### src/rtl/tank_pkg.sv
// Shared types and helpers for the tank level monitor.
// Holds the pump FSM states, the level width helper and the thermometer check.
package tank_pkg;

  typedef enum logic [1:0] {
    IDLE    = 2'd0,
    FILLING = 2'd1,
    FAULT   = 2'd2
  } state_e;

  function automatic int level_width(input int n);
    return $clog2(n + 1);
  endfunction

  // A thermometer code is a run of ones from bit 0, so adding one
  // carries through every set bit and leaves nothing in common.
  function automatic logic is_thermo(input logic [15:0] v);
    logic [16:0] x;
    x = {1'b0, v};
    return ((x & (x + 17'd1)) == 17'd0);
  endfunction

endpackage

### src/rtl/level_debounce.sv
// Single-bit probe debouncer: deb follows raw only after
// DEBOUNCE_CYCLES consecutive mismatching samples.
// Ports: clock, reset (sync, high), raw in, deb out.
module level_debounce #(
  parameter int DEBOUNCE_CYCLES = 8
) (
  input  logic clock,
  input  logic reset,
  input  logic raw,
  output logic deb
);

  localparam int CW = $clog2(DEBOUNCE_CYCLES + 1);

  logic [CW-1:0] cnt_q, cnt_d;
  logic          deb_q, deb_d;

  always_comb begin
    deb_d = deb_q;
    cnt_d = '0;
    if (raw != deb_q) begin
      if (cnt_q == CW'(DEBOUNCE_CYCLES - 1)) begin
        deb_d = ~deb_q;
      end else begin
        cnt_d = cnt_q + CW'(1);
      end
    end
  end

  always_ff @(posedge clock) begin
    if (reset) begin
      cnt_q <= '0;
      deb_q <= 1'b0;
    end else begin
      cnt_q <= cnt_d;
      deb_q <= deb_d;
    end
  end

  assign deb = deb_q;

endmodule

### src/rtl/tank_level_monitor.sv
// Multi-probe tank level monitor: debounce, level, alarms, pump, LEDs.
// Ports: clock, reset, level_sensors in; led_bar, level, pump_on,
// alarm_low, alarm_high, sensor_fault out (all registered).
module tank_level_monitor
  import tank_pkg::*;
#(
  parameter  int NUM_LEVELS      = 4,
  parameter  int DEBOUNCE_CYCLES = 8,
  parameter  int START_LEVEL     = 1,
  parameter  int BLINK_HALF      = 4,
  localparam int LW = level_width(NUM_LEVELS)
) (
  input  logic                  clock,
  input  logic                  reset,
  input  logic [NUM_LEVELS-1:0] level_sensors,
  output logic [NUM_LEVELS-1:0] led_bar,
  output logic [LW-1:0]         level,
  output logic                  pump_on,
  output logic                  alarm_low,
  output logic                  alarm_high,
  output logic                  sensor_fault
);

  localparam int BW = $clog2(BLINK_HALF) + 1;

  logic [NUM_LEVELS-1:0] deb;

  for (genvar g = 0; g < NUM_LEVELS; g++) begin : g_deb
    level_debounce #(
      .DEBOUNCE_CYCLES(DEBOUNCE_CYCLES)
    ) u_deb (
      .clock(clock),
      .reset(reset),
      .raw  (level_sensors[g]),
      .deb  (deb[g])
    );
  end

  state_e                state_q, state_d;
  logic [LW-1:0]         level_q, level_d;
  logic                  fault_q, fault_d;
  logic                  alow_q, alow_d;
  logic                  ahigh_q, ahigh_d;
  logic                  pump_q, pump_d;
  logic [NUM_LEVELS-1:0] led_q, led_d;
  logic [BW-1:0]         blink_q, blink_d;
  logic                  off_q, off_d;

  logic          valid;
  logic [LW-1:0] cnt;

  always_comb begin
    valid = is_thermo(16'(deb));
    cnt   = '0;
    for (int i = 0; i < NUM_LEVELS; i++) begin
      cnt = cnt + LW'(deb[i]);
    end

    level_d = valid ? cnt : level_q;
    fault_d = ~valid;
    alow_d  = valid && (cnt == '0);
    ahigh_d = valid && (cnt == LW'(NUM_LEVELS));
    // pump follows the state one edge late
    pump_d  = (state_q == FILLING);

    state_d = state_q;
    if (!valid) begin
      state_d = FAULT;
    end else begin
      unique case (state_q)
        IDLE: begin
          if (cnt <= LW'(START_LEVEL)) state_d = FILLING;
        end
        FILLING: begin
          if (cnt == LW'(NUM_LEVELS)) state_d = IDLE;
        end
        FAULT:   state_d = IDLE;
        default: state_d = IDLE;
      endcase
    end

    // blink phase restarts (LEDs on) on every fault entry
    blink_d = '0;
    off_d   = 1'b0;
    if (state_d == FAULT && state_q == FAULT) begin
      if (blink_q == BW'(BLINK_HALF - 1)) begin
        off_d = ~off_q;
      end else begin
        blink_d = blink_q + BW'(1);
        off_d   = off_q;
      end
    end

    if (state_d == FAULT) begin
      led_d = off_d ? '0 : '1;
    end else begin
      led_d = deb;
    end
  end

  always_ff @(posedge clock) begin
    if (reset) begin
      state_q <= IDLE;
      level_q <= '0;
      fault_q <= 1'b0;
      alow_q  <= 1'b0;
      ahigh_q <= 1'b0;
      pump_q  <= 1'b0;
      led_q   <= '0;
      blink_q <= '0;
      off_q   <= 1'b0;
    end else begin
      state_q <= state_d;
      level_q <= level_d;
      fault_q <= fault_d;
      alow_q  <= alow_d;
      ahigh_q <= ahigh_d;
      pump_q  <= pump_d;
      led_q   <= led_d;
      blink_q <= blink_d;
      off_q   <= off_d;
    end
  end

  assign led_bar      = led_q;
  assign level        = level_q;
  assign pump_on      = pump_q;
  assign alarm_low    = alow_q;
  assign alarm_high   = ahigh_q;
  assign sensor_fault = fault_q;

endmodule

### config.mk
export PLATFORM = sky130hd
export DESIGN_NAME = tank_level_monitor
export DESIGN_NICKNAME = d
export VERILOG_FILES = /design/src/rtl/tank_pkg.sv /design/src/rtl/level_debounce.sv /design/src/rtl/tank_level_monitor.sv
export SDC_FILE = /design/constraint.sdc
export NUM_CORES = 1
export LEC_CHECK = 0
export BUFFER_PORTS_ARGS = -buffer_cell sky130_fd_sc_hd__buf_2
export CAP_MARGIN = 10
export CORE_MARGIN = 5
export CORE_UTILIZATION = 55
export DETAILED_ROUTE_END_ITERATION = 16
export PLACE_DENSITY = 0.87
export SYNTH_ARGS = -nofsm -noshare
export SYNTH_HDL_FRONTEND = slang
export SYNTH_SLANG_ARGS = --single-unit
### constraint.sdc
create_clock -name clock -period 2.8 [get_ports clock]
set_input_delay 0.28 -clock clock [delete_from_list [all_inputs] [get_ports clock]]
set_output_delay 0.28 -clock clock [all_outputs]
set_load 0.05 [all_outputs]
== Word level (Yosys, flattened, before mapping) ==
Cells that the tools add are included.
Operators by class
  magnitude comparators: 1
  eq/ne operators: 13
  reductions and logical operators: 15
  $add $sub $neg: 9
  bitwise gates (word level): 12
  mux-type cells: 8
Operator list (number)
  17-bit logical NOT: 1
  4-bit by 1-bit adder with 4-bit output (second input constant): 4
  4-bit by 3-bit equality test with 1-bit output (second input constant): 4
  3-bit OR reduction: 5
  1-bit inverter: 11
  4-bit 2-to-1 mux: 2
  2-bit AND reduction: 4
  2-bit 2-to-1 mux: 3
  4-bit by 1-bit adder with 5-bit output (second input constant): 1
  4-bit by 5-bit AND with 5-bit output: 1
  2-bit equality test (second input constant): 2
  1-bit != test: 4
  2-bit case mux with 2 select lines: 1
  2-bit by 1-bit adder with 3-bit output: 1
  3-bit by 1-bit adder with 3-bit output: 1
  3-bit by 1-bit adder with 3-bit output (second input constant): 1
  3-bit by 2-bit equality test with 1-bit output (second input constant): 1
  3-bit equality test (second input constant): 1
  3-bit by 1-bit <= comparator with 1-bit output (second input constant): 1
  1-bit logical AND: 3
  3-bit logical NOT: 1
  1-bit by 1-bit adder with 2-bit output: 1
  2-bit by 1-bit equality test with 1-bit output (second input constant): 1
  2-bit logical NOT: 1
  1-bit 2-to-1 mux: 2
Storage, ports and cells
  output and inout bits: 11
  word-level logic and storage cells: 75
  bits in registers: 37

== Longest topological paths before layout ==
Gate-level depths: netlist of run 1.
  depth in word-level cells: 12
  depth in mapped cells: 9
  depth with buffers taken out: 9

== Modules after synthesis ==
A second synthesis of run 1 with hierarchy kept.
Unflattened totals
  cells, all modules: 152
  area, all modules: 1551.5 sq um
By module, submodules not included
  level_debounce: cells an instance 19, area each 197.7 sq um, seq. area each 100.1 sq um, instances 4
  tank_level_monitor: cells an instance 76, area each 760.7 sq um, seq. area each 340.3 sq um, instances 1

== Worst setup path after synthesis of run 1 ==
No wires, ideal clock.
  kind: flip-flop to flip-flop
  from: register g_deb[0].u_deb.deb_q
  to: register state_q[0]
  arrival time: 2.012 ns
  path buffers: 0
  library setup time: 0.086 ns
  stages on the path, launching flop included: 10
  required time: 2.714 ns
  period minus slack after synthesis: 2.098 ns
  setup slack: 0.702 ns
  cells stage by stage: dfxtp_1 inv_1 fa_1 inv_1 ha_1 inv_1 ha_1 nor2_1 a221o_1 a211oi_1
On the way
  longest elaborated chain between the ends: 7
RTL lines
  from (decl): RTL line level_debounce.sv:16  | logic deb_q, deb_d;
  from (signal assigned): RTL line level_debounce.sv:33  | deb_q <= 1'b0;
  from (signal assigned): RTL line level_debounce.sv:36  | deb_q <= deb_d;
  1-bit by 1-bit adder with 2-bit output *: RTL line tank_level_monitor.sv:56  | cnt = cnt + LW'(deb[i]);
  2-bit by 1-bit adder with 3-bit output *: RTL line tank_level_monitor.sv:56
  3-bit by 1-bit adder with 3-bit output *: RTL line tank_level_monitor.sv:56
  via cnt[1]: RTL line tank_level_monitor.sv:50  | logic [LW-1:0] cnt;
  3-bit by 1-bit <= comparator with 1-bit output or 3-bit equality test (tied branches): RTL line tank_level_monitor.sv:72, tank_level_monitor.sv:75
  2-bit 2-to-1 mux (on tied branches): RTL line tank_level_monitor.sv:72, tank_level_monitor.sv:75
  2-bit case mux with 2 select lines *: RTL line tank_level_monitor.sv:70  | unique case (state_q)
  2-bit 2-to-1 mux *: RTL line tank_level_monitor.sv:67  | if (!valid) begin
  to (signal assigned): RTL line tank_level_monitor.sv:113  | state_q <= state_d;
  to (decl): RTL line tank_level_monitor.sv:39  | state_e state_q, state_d;
The timed path passes the listed nets; every way through them passes the cells marked *.
A chain may end at the register's enable or synchronous reset.

== Final worst setup path of run 1 ==
Ends and elaborated chain as after synthesis.

==> results.md, run 1 <==
- Maximum count of clock buffers along a single path: 2
- Warnings from Yosys: 0
- Ordered list of cells on the worst path: inv_1, fa_1, inv_1, ha_1, inv_1, ha_1, nor2_1, a221o_1, a211oi_1
- Clock tree from TritonCTS: done
- Detail Placement HPWL: between 1500 and 2000 um
- Detailed router's first-iteration violation count: 23
- Number of pins exceeding their max-slew limit in the final report: 0
- Biggest area contributors in the synthesized netlist: dfxtp_1 47%, ha_1 9.6%, xor2_1 5.6%
- Dominant combinational cell family by area after synthesis: simple AND/OR/NAND/NOR gates
- Path category of the worst min-delay check: in -> reg
- Distinct cell type count of the synthesized netlist: 35
- I/O pin count: 17
- CP Data Arrival Time: 2.57 ns
- Unrepaired setup endpoints after global routing: no
- Final weighted congestion in routability-driven placement: about 0.8
- Root buffer cell: clkbuf_4
- Tightest Pin Transition: roughly 0.44 ns
- Post-cts sizing count: 0
- Most repeated cell in the gate-level netlist after synthesis: dfxtp_1
- Worst hold path depth: 3
- Worst reg2reg setup slack: just under 0.5 ns
- Detailed-route wire length: between 2000 and 3000 um
- Clk sink count: 37
- Worst endpoint required time: between 3 and 4 ns
- Static leakage: between 0.8 and 0.9 nW
- Clock-pin slew of the registers on the worst-case setup and hold paths: 0.10 ns
- PortBufs: 16
- Count of final setup violators: 0
- Critical Path Sink Type: register
- Total of hold buffers inserted after clock tree synthesis: 0
- Reg-to-Reg Start: g_deb[0].u_deb.deb$_SDFFE_PP0P_
- Most common flop cell mapped by yosys: dfxtp_1
- Share of synthesized registers carrying an async set or reset: 0
- Buffers inserted by post-CTS timing repair: 0
- Most frequent cells after synthesis: 37 x dfxtp_1, 21 x nor2_1, 12 x ha_1, 12 x inv_1, 10 x xor2_1
- Fraction of layout cells with a size suffix above 1: 0.143
- Clock Latency Late Sink: approximately 0.34 ns
- Post-Synthesis Cells: 154
- Worst R2R Path Depth: 9
- Number of CTS-inserted buffers: 5
- Final Hold Vio Count: 0
- Height of the chip: approximately 63 um
- Compound-Gate Fraction of Synth Area: 0.0605
- Kind of critical path: reg -> reg
- Cell accounting for the most synthesized area: dfxtp_1
- Net count, final: 193
- Peak Freq: between 400 and 500 MHz
- Capturing point of the worst reg2reg path: state_q[0]$_SDFF_PP0_
- Area fraction of the dominant cell type after synthesis: 0.471
- Detailed-route wire length per cell: between 10 and 15 um
- Detailed-routing iteration count for the pre-antenna-repair pass: 4
- Mapped Area: ~0.0016 mm2
- Area added between synthesis and finish: 9.39%
- Total grt overflow: 0
- Final worst path period share: 0.825
- Ant. Diodes: 0
- Global-route wire length before repair: around 4800 um
- Via Count: approximately 1100
- Worst rel slew slack: 0.704
- Core box area: about 0.0028 mm2
- Overall Global Routing Usage: 0.149
- Maximum resistive drop on vdd: ~420 uV
- Remaining design rule violation count: 0
- Pre-CTS setup slack: 0.523 ns
- Xor/xnor share of the synthesized area: 0.0725
- Mapped Avg Cell Area: between 10 and 15 um2
- # rows: 19
- PwrDens: 487 mW/mm2
- Share of synthesized area spent on multiplexers: 0.0446
- Adder and majority gate portion of the synthesized area: 0.108
- Setup crit start kind: register
- Slowest cell on the critical path: fa_1
- Clk_skew: between 0.006 and 0.007 ns
- Most repeated library cell on the critical path: inv_1
- Max incr delay on CP: approximately 0.47 ns
- Worst path top cell family by delay: adder cells
- Combined buffer and inverter count along the critical path: 3
- Run status: finished clean
- Capture endpoint of the worst hold path: g_deb[0].u_deb.deb$_SDFFE_PP0P_
- Flip-flop and latch count after synthesis: 37
- Syn nets: 173
- # fillers: about 220
- Pin count of the biggest net entering global routing: 15
- Register area share after synthesis: 0.471
- Vias per cell: between 5 and 6
- Number of nets with antenna violations after detailed routing: 0
- Effective utilization at floorplan: 0.570
- Number of levels in the clock H-tree: 2
- FF+latch area: roughly 740 um2
- Minimum setup slack in the final design: 0.490 ns
- Number of antenna violations at the first check in global routing: 0
- Area of the die: about 0.0040 mm2
- Worst hold path startpoint: level_sensors[0]
- Floorplan die width: between 60 and 70 um
- Number of enable flip-flop cells after synthesis: 0
- Tmin final: 2.31 ns
- Multi-input gate area in the final layout: 762 um2
- Basic-gate share of the synthesized area counting and, or, nand and nor cells: 0.199
- Maximum net fanout on the critical path: 5
- Number of global-route vias before repair: approximately 1200
- Setup total negative slack: 0 ns
- Maximum capacitance violations: 0
[per-layer routing]
metal  wire length [um]  up-vias  global-route usage  share of wire
met3                136        9              0.0497          0.052
met5                  0        -                   0              0
li1                   -      563                   -              -
met1               1040      535               0.144           0.40
met4                 87        0               0.101          0.034
met2               1330       23               0.264           0.51
[through the flow]
step           instances   util  hold slack, ns  area (um2)  power (mW)
2_1_floorplan        154      -           0.358        1570       0.581
3_3_place_gp         198  0.606           0.427        1670       0.591
3_5_place_dp         198  0.606           0.438        1670       0.594
4_1_cts              206  0.623           0.195        1720       0.850
5_1_grt              206  0.623           0.194        1720       0.884
6_report             206  0.623           0.209        1720       0.838
[cell families after synthesis]
kind of cell    count (synthesis)
fa+ha+maj                      13
flops                          37
buf+inv                        16
simple gates                   58
xor+xnor                       13
compound gates                 10
mux                             7
[placed cells by master, fill, tap and decap left out, types with 2 or more instances in the layout]
cell      netlist  routed
nand3_1         7       7
ha_1           12      12
mux2i_1         7       7
or3_1           3       3
nor2_1         21      21
clkbuf_4        0       5
nand3b_1        3       3
nand2b_1        3       3
and3_1          3       3
nor4_1          2       2
a22oi_1         2       2
clkbuf_1        0       3
dfxtp_1        37      37
inv_1          12      12
xor2_1         10      10
nand2_1         6       6
xnor2_1         3       3
buf_2           1      16
nor2b_1         2       2
nor3_1          3       3
[report_power, final]
group / switching [mW] / internal (mW)
registers: 0.00617 / 0.535
logic: 0.0260 / 0.0145
clock network: 0.156 / 0.100
[tightest hold or removal path, delay by kind of cell]
kind / cells / cell delay, ns
buffers and inverters: 1 / 0.09
multiplexers: 1 / 0.07
AND/OR/NAND/NOR: 1 / 0.07
[worst max-delay path by stage]
stage,start,end,slack [ns],depth (start not counted)
6_report,g_deb[0].u_deb.deb$_SDFFE_PP0P_,state_q[0]$_SDFF_PP0_,0.49,9
5_1_grt,g_deb[0].u_deb.deb$_SDFFE_PP0P_,state_q[0]$_SDFF_PP0_,0.37,9
4_1_cts,g_deb[0].u_deb.deb$_SDFFE_PP0P_,state_q[0]$_SDFF_PP0_,0.51,9
3_5_place_dp,g_deb[0].u_deb.deb$_SDFFE_PP0P_,state_q[0]$_SDFF_PP0_,0.52,9
3_3_place_gp,g_deb[0].u_deb.deb$_SDFFE_PP0P_,state_q[0]$_SDFF_PP0_,0.65,9
2_1_floorplan,g_deb[0].u_deb.deb$_SDFFE_PP0P_,state_q[0]$_SDFF_PP0_,0.70,9
[layout make-up]
type                    count  area share
inverters                  13      0.0284
flip-flops and latches     37       0.431
multi-input cells         101       0.443
repair buffers             16      0.0466
well taps                  31      0.0226
clock buffers               8      0.0284
[state kept, by name (all words and copies together) (netlist names)]
name / cells
alarm_high: 1
alarm_low: 1
blink_q: 3
g_deb.u_deb.cnt_q: 16
g_deb.u_deb.deb: 4
led_bar: 4
level: 3
off_q: 1
pump_on: 1
sensor_fault: 1
state_q: 2
No activity file was read; power rests on OpenSTA's default activity.
==> run 2, diff against run 1 <==
- CORE_UTILIZATION: 55 -> 51
- PLACE_DENSITY: 0.87 -> 0.86
- clock period: 2.8 -> 2 ns (I/O delays scaled with it)
==> results.md, run 2 (synthesis results as in run 1) <==
- Pin count of the biggest net entering global routing: 15 (unchanged)
- Detailed-routing iteration count for the pre-antenna-repair pass: 2 (-2)
- Run status: finished clean
- FF+latch area: 744 um2 (+0.51%)
- Commonest cells after routing, fill and taps aside: 34 x dfxtp_1, 21 x nor2_1, 16 x buf_2, 10 x xor2_1, 10 x ha_1
- Maximum net fanout on the critical path: 4 (-1)
- Area added between synthesis and finish: 14.6%
- Overall Global Routing Usage: 0.152 (+0.00256)
- Clock tree from TritonCTS: done
- Critical Path Sink Type: register
- Detailed-route wire length: 2750 um (+5.9%)
- Global-route wire length before repair: 4990 um (+4.9%)
- Final worst path period share: 0.981 (+0.156)
- Detailed-route wire length per cell: 12.8 um (+1.9%)
- Number of nets with antenna violations after detailed routing: 0 (unchanged)
- Pre-CTS setup slack: -0.00719 ns (-0.530 ns)
- Number of pins exceeding their max-slew limit in the final report: 0 (unchanged)
- # fillers: 265 (+18%)
- Setup total negative slack: 0 ns (unchanged)
- Number of CTS-inserted buffers: 5 (unchanged)
- Worst rel slew slack: 0.693 (-0.0108)
- Maximum capacitance violations: 0 (unchanged)
- Core box area: 0.00300 mm2 (+8.9%)
- # rows: 20 (+1)
- Number of antenna violations at the first check in global routing: 0 (unchanged)
- Number of levels in the clock H-tree: 2 (unchanged)
- Count of final setup violators: 0 (unchanged)
- CP Data Arrival Time: 2.22 ns (-0.35 ns)
- Detailed router's first-iteration violation count: 37 (+61%)
- Floorplan die width: 65.5 um (+3.2%)
- Worst endpoint required time: 2.26 ns (-0.80 ns)
- Clk sink count: 37 (unchanged)
- Fraction of layout cells with a size suffix above 1: 0.221 (+0.0781)
- Maximum count of clock buffers along a single path: 2 (unchanged)
- Multi-input gate area in the final layout: 792 um2 (+3.9%)
- PortBufs: 16 (unchanged)
- Register with the most flip-flops: g_deb.u_deb.cnt_q
- Height of the chip: 65.5 um (+3.2%)
- Clock-pin slew of the registers on the worst-case setup and hold paths: 0.10 ns (about the same)
- Clock Latency Late Sink: 0.33 ns (about the same)
- Remaining design rule violation count: 0 (unchanged)
- Kind of critical path: reg -> reg
- Root buffer cell: clkbuf_4
- I/O pin count: 17 (unchanged)
- Path category of the worst min-delay check: in -> reg
- Area of the die: 0.00429 mm2 (+6.6%)
- Largest register FFs: 16 (unchanged)
- Hold Worst Slack: 0.131 ns (-0.0782 ns)
- Vias per cell: 5.27 (-4.0%)
- Final Hold Vio Count: 0 (unchanged)
- Detail Placement HPWL: 2140 um (+9.5%)
- Tmin final: 1.96 ns (-0.348 ns)
- Minimum setup slack in the final design: 0.0388 ns (-0.452 ns)
- Maximum resistive drop on vdd: 382 uV (-8.8%)
- Effective utilization at floorplan: 0.523 (-0.0465)
- Via Count: 1127 (-0.27%)
- Setup crit start kind: register
- Number of global-route vias before repair: 1259 (+8.2%)
- Final weighted congestion in routability-driven placement: 0.746 (-5.3%)
- Total grt overflow: 0 (unchanged)
- Tightest Pin Transition: 0.460 ns (+0.0162 ns)
- Ant. Diodes: 0 (unchanged)
- PwrDens: 653 mW/mm2 (+34%)
- Unrepaired setup endpoints after global routing: yes
- Net count, final: 199 (+3.1%)
- Leading cell type in the layout, fill and taps excluded: dfxtp_1
- Peak Freq: 510 MHz (+18%)
- Clk_skew: 0.00247 ns (-0.00360 ns)
- Static leakage: 0.846 nW (+3.6%)
-- run 2: cell count changes in the layout (fill, tap and decap cells not counted) --
cell	delta
a211oi_1	-1
dfxtp_2	+3
ha_4	+2
buf_4	+6
ha_1	-2
inv_2	+3
dfxtp_1	-3
inv_1	-3
a211oi_2	+1
-- run 2: repair_timing --
item / in CTS / in global routing
hold buffers: 0 / 0
pin swaps: 2 / 2
gates resized for setup: 1 / 3
setup buffers: 1 / 0
endpoints found under the setup margin: 1 / 3
-- run 2: layout make-up --
cell class	instances	area share
multi-input combinational	101	0.440
sequential	37	0.413
timing repair buffer	22	0.0695
clock buffer	8	0.0271
inverter	13	0.0271
tap	33	0.0229
-- run 2: final timing paths --
kind / startpoint / endpoint / slack [ns] / depth (start not counted)
max: g_deb[1].u_deb.deb$_SDFFE_PP0P_ / state_q[0]$_SDFF_PP0_ / 0.04 / 9
min: level_sensors[0] / g_deb[0].u_deb.deb$_SDFFE_PP0P_ / 0.13 / 3
max reg2reg: g_deb[1].u_deb.deb$_SDFFE_PP0P_ / state_q[0]$_SDFF_PP0_ / 0.04 / 9
min reg2reg: g_deb[3].u_deb.cnt_q[0]$_SDFF_PP0_ / g_deb[3].u_deb.cnt_q[0]$_SDFF_PP0_ / 0.45 / 1
-- run 2: power breakdown --
part | internal (mW) | switching, mW | leakage (nW)
registers | 0.748 | 0.00843 | 0.302
clock network | 0.140 | 0.220 | 0.0265
logic | 0.0211 | 0.0377 | 0.518
total | 0.910 | 0.266 | 0.846
-- run 2: per-layer routing --
| layer | up-vias | part of all wire | global-route usage |
|---|---|---|---|
| met3 | 9 | 0.037 | 0.0427 |
| li1 | 570 | - | - |
| met2 | 18 | 0.55 | 0.292 |
| met1 | 530 | 0.38 | 0.144 |
| met4 | 0 | 0.027 | 0.0777 |
| met5 | - | 0 | 0 |
-- run 2: per-stage QoR --
stage | area, um2 | std cells | utilization | power, mW
floorplan | 1600 | 154 | - | 0.814
global placement | 1740 | 205 | 0.579 | 0.827
detailed placement | 1740 | 205 | 0.579 | 0.833
CTS | 1800 | 214 | 0.598 | 1.19
global route | 1800 | 214 | 0.600 | 1.24
finish | 1800 | 214 | 0.600 | 1.18
-- run 2: worst max-delay path, stage by stage, from the launching register on --
cell      delay (ns)
dfxtp_2         0.35
inv_2           0.04
fa_1            0.48
inv_2           0.08
ha_4            0.12
inv_2           0.05
ha_4            0.27
nor2_1          0.04
a221o_1         0.30
a211oi_2        0.17
